File: config.mk
export PLATFORM = sky130hd
export DESIGN_NAME = response_packer
export DESIGN_NICKNAME = d
export VERILOG_FILES = /design/src/rtl/response_packer_pkg.sv /design/src/rtl/response_encoder.sv /design/src/rtl/response_packer.sv
export SDC_FILE = /design/constraint.sdc
export NUM_CORES = 1
export LEC_CHECK = 0
export CORE_UTILIZATION = 40
export CTS_BUF_LIST = sky130_fd_sc_hd__clkbuf_8
export CTS_CLUSTER_DIAMETER = 150
export CTS_CLUSTER_SIZE = 24
export DETAILED_ROUTE_END_ITERATION = 6
export SYNTH_ARGS = -nofsm -noshare
export SYNTH_HDL_FRONTEND = slang
export SYNTH_SLANG_ARGS = --single-unit
File: constraint.sdc
create_clock -name i_Clock -period 2.7 [get_ports i_Clock]
set_clock_uncertainty 0.15 [all_clocks]
set_input_delay 0.54 -clock i_Clock [delete_from_list [all_inputs] [get_ports i_Clock]]
set_output_delay 0.54 -clock i_Clock [all_outputs]
set_load 0.01 [all_outputs]
File: src/rtl/response_packer_pkg.sv
// Purpose: shared response codes, FSM state encoding and state helpers for response_packer.
// Latency: n/a (declarations only).
// Backpressure: n/a.
// Optional feature macro: RESPONSE_PACKER_CHECKSUM_EN adds the SEND_CHK/WAIT_CHK states.
package response_packer_pkg;

    // Response codes, indexed by the one-hot selector bit that produces them.
    localparam logic [7:0] CODE_ERR   = 8'h1F;  // bit 0, wins over every other bit
    localparam logic [7:0] CODE_SEL1  = 8'h07;
    localparam logic [7:0] CODE_SEL2  = 8'h09;
    localparam logic [7:0] CODE_SEL3  = 8'h08;
    localparam logic [7:0] CODE_SEL4  = 8'h0A;
    localparam logic [7:0] CODE_SEL5  = 8'h0B;
    localparam logic [7:0] CODE_MULTI = 8'hFF;  // illegal multi-bit selector

    typedef enum logic [2:0] {
        IDLE,
        SEND_CODE,
        WAIT_CODE,
        SEND_DATA,
        WAIT_DATA
`ifdef RESPONSE_PACKER_CHECKSUM_EN
        ,
        SEND_CHK,
        WAIT_CHK
`endif
    } state_t;

    function automatic logic is_wait(input state_t s);
        logic w;
        w = (s == WAIT_CODE) || (s == WAIT_DATA);
`ifdef RESPONSE_PACKER_CHECKSUM_EN
        w = w || (s == WAIT_CHK);
`endif
        return w;
    endfunction

    // State to enter once the byte being waited on has been sent.
    function automatic state_t after_wait(input state_t s);
        state_t n;
        case (s)
            WAIT_CODE: n = SEND_DATA;
`ifdef RESPONSE_PACKER_CHECKSUM_EN
            WAIT_DATA: n = SEND_CHK;
`endif
            default:   n = IDLE;
        endcase
        return n;
    endfunction

endpackage

File: src/rtl/response_encoder.sv
// Purpose: maps the one-hot response selector and payload to the frame code/data bytes.
// Latency: combinational.
// Backpressure: none.
// Ports: comandos/data_in (selector, payload) -> vld (selector non-zero), code, data_out.
module response_encoder
    import response_packer_pkg::*;
(
    input  logic [5:0] comandos,
    input  logic [7:0] data_in,
    output logic       vld,
    output logic [7:0] code,
    output logic [7:0] data_out
);

    always_comb begin
        vld      = |comandos;
        code     = CODE_MULTI;
        data_out = 8'h00;
        if (comandos[0]) begin
            // Error flag overrides whatever else is set; payload still passes.
            code     = CODE_ERR;
            data_out = data_in;
        end else begin
            case (comandos)
                6'b000010: begin code = CODE_SEL1; data_out = data_in; end
                6'b000100: begin code = CODE_SEL2; data_out = data_in; end
                6'b001000: begin code = CODE_SEL3; data_out = data_in; end
                6'b010000: begin code = CODE_SEL4; data_out = data_in; end
                6'b100000: begin code = CODE_SEL5; data_out = data_in; end
                default:   begin code = CODE_MULTI; data_out = 8'h00; end
            endcase
        end
    end

endmodule

File: src/rtl/response_packer.sv
// Purpose: packs sensor results into UART frames {code, data[, code^data]} with a one-entry pending slot.
// Latency: first o_tx_dv 2 cycles after i_done when the transmitter is idle.
// Backpressure: holds in SEND_x while i_tx_busy; waits for i_tx_done per byte, aborts after TIMEOUT_CYCLES.
// Ports: i_Clock, i_Rst_n (async, active low); i_done/i_comandos/i_data from the sensor side;
//        i_tx_busy/i_tx_done and o_tx_dv/o_tx_byte to the UART; o_busy, o_overrun, o_timeout status.
// Optional feature macro: RESPONSE_PACKER_CHECKSUM_EN appends an XOR checksum byte.
module response_packer
    import response_packer_pkg::*;
#(
    parameter int TIMEOUT_CYCLES = 5_000_000,
    parameter int CNT_W          = 23
) (
    input  logic       i_Clock,
    input  logic       i_Rst_n,
    input  logic       i_done,
    input  logic [5:0] i_comandos,
    input  logic [7:0] i_data,
    input  logic       i_tx_busy,
    input  logic       i_tx_done,
    output logic       o_tx_dv,
    output logic [7:0] o_tx_byte,
    output logic       o_busy,
    output logic       o_overrun,
    output logic       o_timeout
);

    localparam logic [CNT_W-1:0] TIMEOUT_VAL = CNT_W'(TIMEOUT_CYCLES);

    logic             enc_vld;
    logic [7:0]       enc_code, enc_data;
    logic             new_vld;

    state_t           state_q, state_d;
    logic [7:0]       code_q, code_d, data_q, data_d;
    logic             slot_vld_q, slot_vld_d;
    logic [7:0]       slot_code_q, slot_code_d, slot_data_q, slot_data_d;
    logic [CNT_W-1:0] cnt_q, cnt_d, cnt_inc;
    logic             tx_dv_q, tx_dv_d, overrun_q, overrun_d, timeout_q, timeout_d;
    logic [7:0]       tx_byte_q, tx_byte_d;

    response_encoder u_enc (
        .comandos (i_comandos),
        .data_in  (i_data),
        .vld      (enc_vld),
        .code     (enc_code),
        .data_out (enc_data)
    );

    assign new_vld = i_done && enc_vld;
    assign cnt_inc = cnt_q + CNT_W'(1);

    always_comb begin
        state_d     = state_q;
        code_d      = code_q;
        data_d      = data_q;
        slot_vld_d  = slot_vld_q;
        slot_code_d = slot_code_q;
        slot_data_d = slot_data_q;
        cnt_d       = '0;            // cleared everywhere except while counting in a WAIT state
        tx_dv_d     = 1'b0;
        tx_byte_d   = tx_byte_q;
        overrun_d   = 1'b0;
        timeout_d   = 1'b0;

        if (is_wait(state_q)) begin
            if (i_tx_done) begin
                state_d = after_wait(state_q);
            end else if (cnt_inc == TIMEOUT_VAL) begin
                // Counter would reach the limit on this edge: abort the frame.
                timeout_d = 1'b1;
                state_d   = IDLE;
            end else begin
                cnt_d = cnt_inc;
            end
        end else begin
            case (state_q)
                IDLE: begin
                    if (slot_vld_q) begin
                        code_d     = slot_code_q;
                        data_d     = slot_data_q;
                        slot_vld_d = 1'b0;
                        state_d    = SEND_CODE;
                    end else if (new_vld) begin
                        code_d  = enc_code;
                        data_d  = enc_data;
                        state_d = SEND_CODE;
                    end
                end
                SEND_CODE: begin
                    if (!i_tx_busy) begin
                        tx_dv_d   = 1'b1;
                        tx_byte_d = code_q;
                        state_d   = WAIT_CODE;
                    end
                end
                SEND_DATA: begin
                    if (!i_tx_busy) begin
                        tx_dv_d   = 1'b1;
                        tx_byte_d = data_q;
                        state_d   = WAIT_DATA;
                    end
                end
`ifdef RESPONSE_PACKER_CHECKSUM_EN
                SEND_CHK: begin
                    if (!i_tx_busy) begin
                        tx_dv_d   = 1'b1;
                        tx_byte_d = code_q ^ data_q;
                        state_d   = WAIT_CHK;
                    end
                end
`endif
                default: state_d = IDLE;
            endcase
        end

        // Pending slot. In IDLE with an empty slot the result was latched above.
        // In IDLE with a full slot the slot is being drained this cycle, so the
        // new result can take its place without loss.
        if (new_vld && !(state_q == IDLE && !slot_vld_q)) begin
            if (!slot_vld_q || state_q == IDLE) begin
                slot_vld_d  = 1'b1;
                slot_code_d = enc_code;
                slot_data_d = enc_data;
            end else begin
                overrun_d = 1'b1;
            end
        end
    end

    always_ff @(posedge i_Clock or negedge i_Rst_n) begin
        if (!i_Rst_n) begin
            state_q     <= IDLE;
            code_q      <= '0;
            data_q      <= '0;
            slot_vld_q  <= 1'b0;
            slot_code_q <= '0;
            slot_data_q <= '0;
            cnt_q       <= '0;
            tx_dv_q     <= 1'b0;
            tx_byte_q   <= '0;
            overrun_q   <= 1'b0;
            timeout_q   <= 1'b0;
        end else begin
            state_q     <= state_d;
            code_q      <= code_d;
            data_q      <= data_d;
            slot_vld_q  <= slot_vld_d;
            slot_code_q <= slot_code_d;
            slot_data_q <= slot_data_d;
            cnt_q       <= cnt_d;
            tx_dv_q     <= tx_dv_d;
            tx_byte_q   <= tx_byte_d;
            overrun_q   <= overrun_d;
            timeout_q   <= timeout_d;
        end
    end

    assign o_tx_dv   = tx_dv_q;
    assign o_tx_byte = tx_byte_q;
    assign o_overrun = overrun_q;
    assign o_timeout = timeout_q;
    assign o_busy    = (state_q != IDLE) || slot_vld_q;

endmodule

Yosys cells after proc, flatten, opt, wreduce, memory -nomap -nowiden
Cells that the tools add are included.
W data, S select, Z words.
Cells by class
  reductions and logical operators: 19
  eq/ne operators: 16
  bitwise operators: 1
  $add $sub $neg: 1
  multiplexer cells: 35
Operator list (number)
  $mux W8: 9
  $mux W23: 3
  $pmux W8 S5: 1
  $add A23 B1 Y23 const B: 1
  $eq A23 B23 Y1 const B: 1
  $mux W3: 7
  $pmux W8 S2: 1
  $mux W1: 12
  $pmux W3 S3: 1
  $reduce_and A4 Y1: 2
  $eq A3 B2 Y1 const B: 2
  $eq A6 B2 Y1 const B: 1
  $eq A6 B3 Y1 const B: 1
  $eq A6 B4 Y1 const B: 1
  $eq A6 B5 Y1 const B: 1
  $eq A6 B6 Y1 const B: 1
  $ne A3 B3 Y1 const B: 2
  $reduce_or A6 Y1: 1
  $reduce_or A5 Y1: 1
  $ne A2 B2 Y1 const B: 2
  $ne A4 B4 Y1 const B: 1
  $reduce_bool A2 Y1: 2
  $eq A3 B1 Y1 const B: 1
  $eq A3 B3 Y1 const B: 1
  other kinds (11): 16
Storage, ports and cells
  output and inout bits: 12
  register bits after elaboration: 70
  logic and storage cells: 83

Logic depth before layout (Yosys ltp)
  depth after elaboration: 6
  mapped depth: 10
  mapped depth without buffers: 8

Cells and area by module
Synthesis repeated with hierarchy kept, for this count alone.
Second synthesis, totals
  cells, all modules: 370
  area total of the unflattened synthesis: 3639.7 sq um
By module, submodules not included
  response_packer: instances 1, seq. area each 1751.7 sq um, area an instance 3413.3 sq um, cells an instance 335
  response_encoder: instances 1, seq. area each 0.0 sq um, area an instance 226.5 sq um, cells an instance 35

Least setup slack after synthesis
Ideal clock, no wire load.
  kind: register -> register
  start point: register cnt_q[0]
  end point: register state_q[2]
  stages on the path, launching flop included: 11
  arrival time: 2.156 ns
  path buffers: 2
  setup slack: 0.267 ns
  cell sequence: dfrtp_1 ha_1 and3_1 clkbuf_1 nand3_1 nor4_1 xor2_1 nand4_2 o31ai_2 buf_4 o22ai_1
On the way
  word-level cells in the longest chain between the ends: 4
RTL lines
  start, declared: RTL line response_packer.sv:37  | logic [CNT_W-1:0] cnt_q, cnt_d, cnt_inc;
  start signal, assigned: RTL line response_packer.sv:150  | cnt_q <= cnt_d;
  $add A23 B1 Y23: RTL line response_packer.sv:50  | assign cnt_inc = cnt_q + CNT_W'(1);
  $eq A23 B23 Y1: RTL line response_packer.sv:68  | end else if (cnt_inc == TIMEOUT_VAL) begin
  $ne A3 B2 Y1 (no line)
  $reduce_and A4 Y1 (no line)
  end signal, assigned: RTL line response_packer.sv:144  | state_q <= state_d;
  end, declared: RTL line response_packer.sv:33  | state_t state_q, state_d;
No other way between the ends.
A chain may end at the register's enable or synchronous reset.

Final worst setup path
  start point: register cnt_q[1]
  end point: register cnt_q[5]
On the way
  word-level cells in the longest chain between the ends: 5
RTL lines
  $add A23 B1 Y23 (*): RTL line response_packer.sv:50
  $eq A23 B23 Y1: RTL line response_packer.sv:68
  $mux W23 (*): RTL line response_packer.sv:68
  $mux W23 (*): RTL line response_packer.sv:66  | if (i_tx_done) begin
  $mux W23 (*): RTL line response_packer.sv:65  | if (is_wait(state_q)) begin
  net cnt_d[5]: RTL line response_packer.sv:37
The timed path passes the listed nets; every way through them passes the cells marked *.

==> summary.txt <==
Outcome
  • Status: complete, no violations

Critical path
  • Worst-case reg-to-reg path depth: 11
  • R2R Path Start: cnt_q[1]$_DFF_PN0_
  • WP data arrival: between 2000 and 3000 ps
  • Most common cell on crit path: buf_4
  • Worst-path fanout max: 11
  • Worst setup EP type: flop
  • CP required: between 2000 and 3000 ps
  • Crit path kind: reg2reg
  • Crit path max-delay family: simple AND/OR/NAND/NOR gates
  • Worst Path Buf+Inv: 3
  • CP cell instances: ha_1 -> buf_4 -> nand3_1 -> nor3_2 -> buf_4 -> and3_1 -> nor3b_1 -> a31oi_1 -> o31ai_2 -> buf_4 -> nor2b_1
  • CP max stage cell: dfrtp_2
  • CP max stage delay: 450 ps
  • Worst r2r dst: cnt_q[5]$_DFF_PN0_
  • R2r setup slk: about 170 ps
  • Setup crit start kind: flop

Synthesis
  • Seq/Total Area, Yosys: 0.494
  • Synthesized area: 3340 sq um
  • Top-area cell type share of the netlist area: 0.494
  • Synth cell count leaders: dfrtp_1 (66), nor2_1 (50), nand2_1 (49)
  • Synth unique cells: 46
  • Dominant cell type by area after synthesis: dfrtp_1
  • Top FF cell, synth: dfrtp_1
  • Number of synthesized flops with an enable pin: 0
  • Ys async rst share: 1.00
  • Syn avg cell area: around 8.9 sq um
  • Post-Synthesis Cells: between 300 and 400
  • Synth top area cells: dfrtp_1 (49%), nor2_1 (5.6%), nand2_1 (5.5%), a21oi_1 (4.3%), xor2_1 (3.9%)
  • Synthesized flop and latch total: 66
  • Net Count, Synth: 394
  • Synth warn: 0
  • Top-count cell post-synth: dfrtp_1

Clock tree
  • Htree depth: 3
  • Cts hold-fix bufs: 0
  • Num Clock Sinks: 66
  • CTS tree: built
  • TritonCTS buffer count: 9
  • Root buffer cell: clkbuf_8
  • Post-CTS Setup Bufs: 0
  • Reg clk slew, reported paths: 70 ps
  • CTS max path bufs: 2
  • Worst skew pair latency: between 300 and 400 ps

Global routing
  • Congestion Overflow GR: 0
  • Vias in the first global route: between 2000 and 3000
  • Initial antenna violation count: 0
  • Global-route total usage across every layer: 0.180
  • First-pass GRT wire length: 12.1 mm
  • Largest net degree at the start of global routing: 67

Drt
  • DRC Markers: 0
  • Wire length per cell: between 10 and 15 microns
  • Final wirelength: about 7.0 mm
  • DR iter-0 viols: roughly 140
  • Via density per instance: between 5 and 6
  • DRT antenna net count: 0
  • DR vias: 2664
  • Drt first pass iters: 5

Place
  • GP Congestion: ~0.87
  • HPWL after detailed placement: about 4.9 mm
  • # port buffers: 30

Floorplanning
  • Total core area: ~7900 sq um
  • # rows: 32
  • Die span in x: roughly 93 microns
  • Full die area: 8720 sq um
  • Die height: slightly above 90 microns
  • Initial Util: 0.424
  • Top Ports: 31

STA
  • RSZ-0062 raised after global routing: no
  • Max Clock Freq: 395 MHz
  • Max-slew headroom: 0.442
  • Minimum clock period after layout: 2530 ps
  • Max Slew Vio Count: 0
  • # setup viols final: 0
  • Final hold vios: 0
  • Tcrit/Tclk final: 0.938
  • Setup TNS: 0 ps
  • Slew @ Worst Pin: 837 ps

Hold path
  • Min-Delay Path Class: in2async

Cells and area
  • Diodes inserted: 0
  • Nets: roughly 440
  • Area growth syn-to-layout: 24.0%
  • Final core occ: 0.525
  • Layout cells sized above 1: 0.138

Power and ir drop
  • Overall Power: roughly 3600 uW
  • Cell Pwr Density: a little under 900 nW/um^2
  • Worst vdd ir: 0.317 mV
  • Pleak: approximately 0.0018 uW

Flow run
  • Max cap viols: 0
[metrics by stage]
stage / hold slack (ps) / std cells / worst slack, ps / area (sq um)
2_1_floorplan: 94.4 / 374 / 267 / 3340
3_3_place_gp: 311 / 514 / 110 / 3910
3_5_place_dp: 320 / 514 / 74.9 / 3910
4_1_cts: 254 / 530 / 106 / 4130
5_1_grt: 301 / 530 / 24.5 / 4140
6_report: 207 / 530 / 169 / 4140
[area by class of cell]
class,count,area [sq um]
fillers,728,3750
flip-flops and latches,66,1650
multi-input cells,279,1580
repair buffers,60,533
well taps,102,128
clock buffers,9,124
clock inverters,7,95.1
inverters,7,26.3
[registers in the layout, indices dropped and copies added (netlist names)]
register	cells
cnt_q	23
data_q	8
slot_code_q	6
slot_vld_q	1
o_timeout	1
o_tx_dv	1
o_overrun	1
code_q	6
o_tx_byte	8
slot_data_q	8
state_q	3
[cell families (layout without fill, tap and decap cells)]
kind of cell             after synthesis  count (layout)  share of synthesized area
AND/OR/NAND/NOR                      168             168                      0.240
adder cells (fa/ha/maj)                2               2                    0.00674
flip-flops                            66              66                      0.494
multiplexers                           6               6                     0.0195
AO/OA/AOI/OAI                         77              77                      0.136
buffers and inverters                 29              83                     0.0356
XOR/XNOR                              26              26                     0.0682
[worst max path at each step]
stage	slack [ps]	cells after the start	start	end
after floorplan	270	10	cnt_q[0]$_DFF_PN0_	state_q[2]$_DFFE_PN0P_
after global placement	110	9	i_comandos[3]	data_q[4]$_DFFE_PN0P_
after detailed placement	70	6	i_comandos[0]	data_q[5]$_DFFE_PN0P_
after CTS	110	9	cnt_q[1]$_DFF_PN0_	cnt_q[5]$_DFF_PN0_
after global routing	20	11	cnt_q[0]$_DFF_PN0_	cnt_q[3]$_DFF_PN0_
final	170	11	cnt_q[1]$_DFF_PN0_	cnt_q[5]$_DFF_PN0_
[power by group]
group          total [uW]  switching [uW]  internal [uW]
registers            1450             165           1290
clock network         917             399            518
logic                1210             663            551
[metal layers]
layer / track usage / up-vias / share of wire
met1: 0.265 / 1207 / 0.55
met4: 0.0872 / 0 / 0.023
li1: - / 1399 / -
met3: 0.0317 / 13 / 0.026
met2: 0.254 / 45 / 0.41
met5: 0 / - / 0
[cells in the final DEF, fill, tap and decap left out, drive strengths merged, types with 2 or more instances in the layout]
| cell | Yosys | layout |
|---|---|---|
| inv | 6 | 7 |
| o21ai | 32 | 32 |
| o22ai | 3 | 3 |
| nor3 | 9 | 9 |
| nand4 | 10 | 10 |
| bufinv | 0 | 2 |
| clkbuf | 16 | 9 |
| or3 | 4 | 4 |
| nor4 | 3 | 3 |
| and3 | 7 | 7 |
| clkinvlp | 0 | 3 |
| nor3b | 3 | 3 |
| a211oi | 4 | 4 |
| nand2 | 49 | 49 |
| xnor2 | 11 | 11 |
| buf | 6 | 31 |
| clkdlybuf4s50 | 0 | 29 |
| clkinv | 1 | 2 |
| nand2b | 4 | 4 |
| mux2i | 5 | 5 |
| dfrtp | 66 | 66 |
| a21oi | 29 | 29 |
| nor2 | 50 | 50 |
| xor2 | 15 | 15 |
| nor2b | 5 | 5 |
| nand3 | 20 | 20 |
[what timing repair did]
action | 4_1_cts | 5_1_grt
setup endpoints to repair | 0 | 21
hold endpoints to repair | 0 | 0
gates resized for setup | 0 | 4
No activity file was read; power rests on OpenSTA's default activity.
